`src/rtl/jpeg_pkg.sv`:
```
// Shared types and widths for the JPEG encoder memory path.
// The arbiter uses them to treat both requester ports as an array.
package jpeg_pkg;

  localparam int ADDR_W = 31;
  localparam int DATA_W = 16;
  localparam int BE_W   = DATA_W / 8;

  typedef enum logic {
    IDLE  = 1'b0,
    GRANT = 1'b1
  } arb_state_t;

  typedef struct packed {
    logic [ADDR_W-1:0] address;
    logic              read;
    logic              write;
    logic [DATA_W-1:0] writedata;
    logic [BE_W-1:0]   byteenable;
  } avmm_req_t;

endpackage

```
`src/rtl/jpeg_mem_arbiter.sv`:
```
// Round-robin arbiter sharing one Avalon-MM master between the pixel fetcher (port 0)
// and the bitstream writer (port 1); commands are forwarded combinationally once granted.
//
//   state | meaning
//   IDLE  | no owner; arbitrate between pending requests, never drive m_* commands
//   GRANT | port gnt owns the master until it goes quiet or HOLD transfers complete
module jpeg_mem_arbiter
  import jpeg_pkg::*;
#(
  parameter int HOLD = 4
) (
  input  logic              clk,
  input  logic              rst,
  input  logic [ADDR_W-1:0] s0_address,
  input  logic              s0_read,
  input  logic              s0_write,
  input  logic [DATA_W-1:0] s0_writedata,
  input  logic [BE_W-1:0]   s0_byteenable,
  output logic [DATA_W-1:0] s0_readdata,
  output logic              s0_waitrequest,
  input  logic [ADDR_W-1:0] s1_address,
  input  logic              s1_read,
  input  logic              s1_write,
  input  logic [DATA_W-1:0] s1_writedata,
  input  logic [BE_W-1:0]   s1_byteenable,
  output logic [DATA_W-1:0] s1_readdata,
  output logic              s1_waitrequest,
  output logic [ADDR_W-1:0] m_address,
  output logic              m_read,
  output logic              m_write,
  output logic [DATA_W-1:0] m_writedata,
  output logic [BE_W-1:0]   m_byteenable,
  input  logic [DATA_W-1:0] m_readdata,
  input  logic              m_waitrequest,
  output logic              busy,
  output logic              proto_err
);

  localparam int CW = $clog2(HOLD) + 1;

  arb_state_t    state, state_nx;
  logic          gnt, gnt_nx;
  logic          last, last_nx;
  logic [CW-1:0] hold_cnt, hold_nx;
  logic          perr_nx;
  avmm_req_t     req [2];
  avmm_req_t     cur;
  logic [1:0]    wait_out;

  // Only on a tie does history matter: the port that did not own the bus last wins.
  function automatic logic rr_pick(input logic r0, input logic r1, input logic prev);
    if (r0 && r1) return ~prev;
    return r1;
  endfunction

  assign req[0] = '{s0_address, s0_read, s0_write, s0_writedata, s0_byteenable};
  assign req[1] = '{s1_address, s1_read, s1_write, s1_writedata, s1_byteenable};

  assign s0_waitrequest = wait_out[0];
  assign s1_waitrequest = wait_out[1];
  assign s0_readdata    = m_readdata;
  assign s1_readdata    = m_readdata;

  always_ff @(posedge clk) begin
    if (rst) begin
      state     <= IDLE;
      gnt       <= 1'b0;
      last      <= 1'b1;
      hold_cnt  <= '0;
      proto_err <= 1'b0;
    end else begin
      state     <= state_nx;
      gnt       <= gnt_nx;
      last      <= last_nx;
      hold_cnt  <= hold_nx;
      proto_err <= perr_nx;
    end
  end

  always_comb begin
    state_nx     = state;
    gnt_nx       = gnt;
    last_nx      = last;
    hold_nx      = hold_cnt;
    perr_nx      = proto_err;
    cur          = req[gnt];
    m_address    = '0;
    m_read       = 1'b0;
    m_write      = 1'b0;
    m_writedata  = '0;
    m_byteenable = '0;
    wait_out     = 2'b11;
    busy         = 1'b0;
    case (state)
      IDLE: begin
        if (req[0].read || req[0].write || req[1].read || req[1].write) begin
          gnt_nx   = rr_pick(req[0].read | req[0].write, req[1].read | req[1].write, last);
          state_nx = GRANT;
          hold_nx  = '0;
        end
      end
      GRANT: begin
        busy          = 1'b1;
        m_address     = cur.address;
        m_writedata   = cur.writedata;
        m_byteenable  = cur.byteenable;
        m_write       = cur.write;
        m_read        = cur.read & ~cur.write;
        wait_out[gnt] = m_waitrequest;
        if (cur.read && cur.write) perr_nx = 1'b1;
        if (!(cur.read || cur.write)) begin
          state_nx = IDLE;
          last_nx  = gnt;
        end else if (!m_waitrequest) begin
          if (hold_cnt == CW'(HOLD - 1)) begin
            state_nx = IDLE;
            last_nx  = gnt;
          end else begin
            hold_nx = hold_cnt + CW'(1);
          end
        end
      end
      default: state_nx = IDLE;
    endcase
  end

endmodule

```
`config.mk`:
```
export PLATFORM = sky130hd
export DESIGN_NAME = jpeg_mem_arbiter
export DESIGN_NICKNAME = d
export VERILOG_FILES = /design/src/rtl/jpeg_pkg.sv /design/src/rtl/jpeg_mem_arbiter.sv
export SDC_FILE = /design/constraint.sdc
export NUM_CORES = 1
export LEC_CHECK = 0
export ABC_CLOCK_PERIOD_IN_PS = 1300
export CAP_MARGIN = 20
export CORE_MARGIN = 8
export CORE_UTILIZATION = 23
export DETAILED_ROUTE_END_ITERATION = 7
export PLACE_DENSITY_LB_ADDON = 0.2
export SLEW_MARGIN = 10
export SYNTH_ARGS = -nofsm -noshare
export SYNTH_HDL_FRONTEND = slang
export SYNTH_SLANG_ARGS = --single-unit
```
`constraint.sdc`:
```
create_clock -name clk -period 1.3 [get_ports clk]
set_input_delay 0.26 -clock clk [delete_from_list [all_inputs] [get_ports clk]]
set_output_delay 0.26 -clock clk [all_outputs]
set_load 0.02 [all_outputs]
```
==> summary.txt <==
Setup path
  – Worst EP required: 1.04 ns
  – Top cell by count, worst path: buf_6
  – Worst Setup Start Kind: flip-flop
  – R2r worst-path depth: 6
  – Critical path depth: 5
  – Top Family by Delay on Critical Path: buffers and inverters
  – Critical path's largest stage delay: 0.36 ns
  – Critical path buffers and inverters: 3
  – Worst setup path class: flip-flop to primary output
  – CP Capture Type: primary output
  – Worst path slowest cell: dfxtp_4
  – Worst path cell trace: buf_6 > buf_6 > o32ai_4 > and2_4 > buf_6
  – Top fanout value on the critical path: 4
  – Arr. time, crit path: 1.39 ns

Timing
  – Fmax achieved: 606 MHz
  – Max_slew headroom: 76.5%
  – Minimum clock period: 1.65 ns
  – Pins over their slew limit: 0
  – Worst-Margin Slew: 0.352 ns
  – Final period util: 127%
  – Final count of hold timing violations: 0
  – Final WS setup: -0.351 ns
  – Skew final: 0.00118 ns
  – Final Setup Violations: 58
  – RSZ-0062 raised after global routing: yes

Logic synthesis
  – Asr flop ratio synth: 0%
  – Largest cells by area after synthesis: mux2i_1, nor2b_1, buf_4, dfxtp_1, o21ai_0
  – Synthesis Warnings: 0
  – Post-synth EDFFs: 0
  – #FFs+latches synth: 7
  – Area share of the largest cell type after synthesis: 33.7%
  – Average cell area after synthesis: 8.04 um^2
  – Sequential element share of the synthesized area: 8.89%
  – Synth Net Count: 319
  – Syn Inst Count: 196
  – Mapped Area: 0.00158 mm^2
  – Ys flop type: dfxtp_1
  – Synth unique cells: 26
  – Synth area leader: mux2i_1

Cells and area
  – Layout net count: 475
  – Synthesis-to-finish area growth: 140%
  – Commonest non-fill, non-tap cell in the layout: clkdlybuf4s50_1
  – Post-Layout Cell Count: 431
  – Commonest cells after routing, fill and taps aside: clkdlybuf4s50_1, nor2b_2, buf_4
  – Fillers: 607
  – Fraction of layout cells with a size suffix above 1: 52.7%
  – Diode count: 0

Power and ir drop
  – Peak VDD IR: 0.000174 V
  – Leakage power: 1.51 nW
  – PD cells: 519 mW/mm^2
  – Final Power: 1.96 mW

Worst hold path
  – Hold Path Depth: 2
  – Hold Path Class: flip-flop to flip-flop

Outcome
  – Failing checks: negative setup slack
  – Status: finished, violations left

Clocking
  – # clock sinks: 7
  – Clock-pin transition on the worst setup and hold timing paths: 0.04 ns
  – Clock root cell: clkbuf_8
  – CTS tree: built
  – Total CTS buffers: 3
  – Clk Latency, worst-skew pair: 0.23 ns
  – Max Buffers Root-to-Sink: 2
  – H-tree depth: 1

Place
  – RePlAce Congestion: 0.741
  – Port Buffer Count: 159
  – Final HPWL DP: 5.94 mm
  – DP Cell Count: 409

Route
  – Drt initial violations: 17
  – Via count: 1,908
  – DRC: 0
  – DR WL/cell: 17.7 um
  – Vias per inst: 4.43
  – Antenna-violating nets left: 0
  – First-pass detailed-route iteration total: 4
  – Drt total wl: 7.64 mm

GRT
  – First-pass GRT wire length: 11.7 mm
  – Vias in the first global route: 2,200
  – Antenna violations before repair: 0
  – GR Overflow Total: 0
  – Overall Global Routing Usage: 15.1%
  – Largest net degree at the start of global routing: 27

Floorplanning
  – Die Y: 98.8 um
  – I/O pins: 208
  – Die W: 98.8 um
  – Core Region: 0.00672 mm^2
  – Die Area: 0.00976 mm^2
  – Initial Util: 23.5%
  – Cell Rows: 30

Job
  – Max-Cap Viols: 0
==> per-layer routing <==
layer	wire length [um]	vias up	track usage [%]
met5	0	-	0
met4	41	0	3.19
met3	763	6	6.84
met2	4220	83	29.5
met1	2610	882	13.7
li1	-	937	-
==> final timing paths <==
kind | from | endpoint | slack, ns
max | gnt | m_read | -0.35
min reg2reg | proto_err | proto_err | 0.45
max reg2reg | gnt | hold_cnt[0] | -0.26
min | proto_err | proto_err | 0.45
==> area by class of cell <==
type / instances / area, um^2 / area share, %
inverter: 3 / 11.3 / 0.298
clock buffer: 4 / 45.0 / 1.19
multi-input combinational: 140 / 1480 / 39.1
tap: 80 / 100 / 2.65
timing repair buffer: 197 / 2000 / 52.9
sequential: 7 / 148 / 3.91
==> per-stage QoR <==
stage	hold slack [ns]	instance area, um^2	utilization, %	setup slack (ns)	setup TNS [ns]
3_5_place_dp	0.441	3310	49.3	-0.831	-28.71
3_3_place_gp	0.448	3310	49.3	-0.833	-28.17
4_1_cts	0.447	3600	53.6	-0.357	-15.83
6_report	0.449	3780	56.3	-0.351	-14.48
5_1_grt	0.477	3780	56.3	-0.373	-17.63
2_1_floorplan	0.429	1740	-	-0.00450	-0.00900
==> registers in the layout (all words and copies together), names as in the netlist <==
name,cells
gnt,1
proto_err,1
last,1
hold_cnt,3
state,1
==> report_power, final <==
group	switching (mW)	internal [mW]	leakage, nW
Combinational	0.559	0.855	1.43
Sequential	0.0139	0.225	0.0584
Clock	0.0955	0.212	0.0228
==> worst min-delay path, stage by stage (launching register included) <==
cell and delay, ns:
dfxtp_1 0.30, inv_1 0.04, a21oi_1 0.05
==> cell usage after synthesis, types with 2 or more instances <==
| cell type | instances |
|---|---|
| or2_2 | 4 |
| ha_1 | 2 |
| buf_2 | 4 |
| mux2i_1 | 53 |
| clkbuf_1 | 6 |
| inv_1 | 3 |
| nor2b_1 | 54 |
| o21ai_0 | 7 |
| buf_4 | 35 |
| nor2_1 | 2 |
| a211o_1 | 2 |
| dfxtp_1 | 7 |
| nand2b_1 | 2 |
| a21oi_1 | 3 |
==> cell families (layout without fill, tap and decap cells) <==
family / after synthesis / in the layout / share of synthesized area (%)
and+or+nand+nor: 70 / 70 / 28.3
muxes: 53 / 53 / 33.7
buffers and inverters: 49 / 204 / 20.3
AOI/OAI and AO/OA: 15 / 15 / 7.22
DFF: 7 / 7 / 8.89
adders and majority gates: 2 / 2 / 1.59
==> what timing repair did <==
| action | in CTS | in global routing |
|---|---|---|
| hold buffers | 0 | 0 |
| buffers inserted | 8 | 10 |
| endpoints found under the setup margin | 62 | 61 |
| cloned | 5 | 0 |
| resized for setup | 316 | 50 |
| pin swaps | 5 | 10 |
Note: power is estimated with default switching activity, not from simulation.
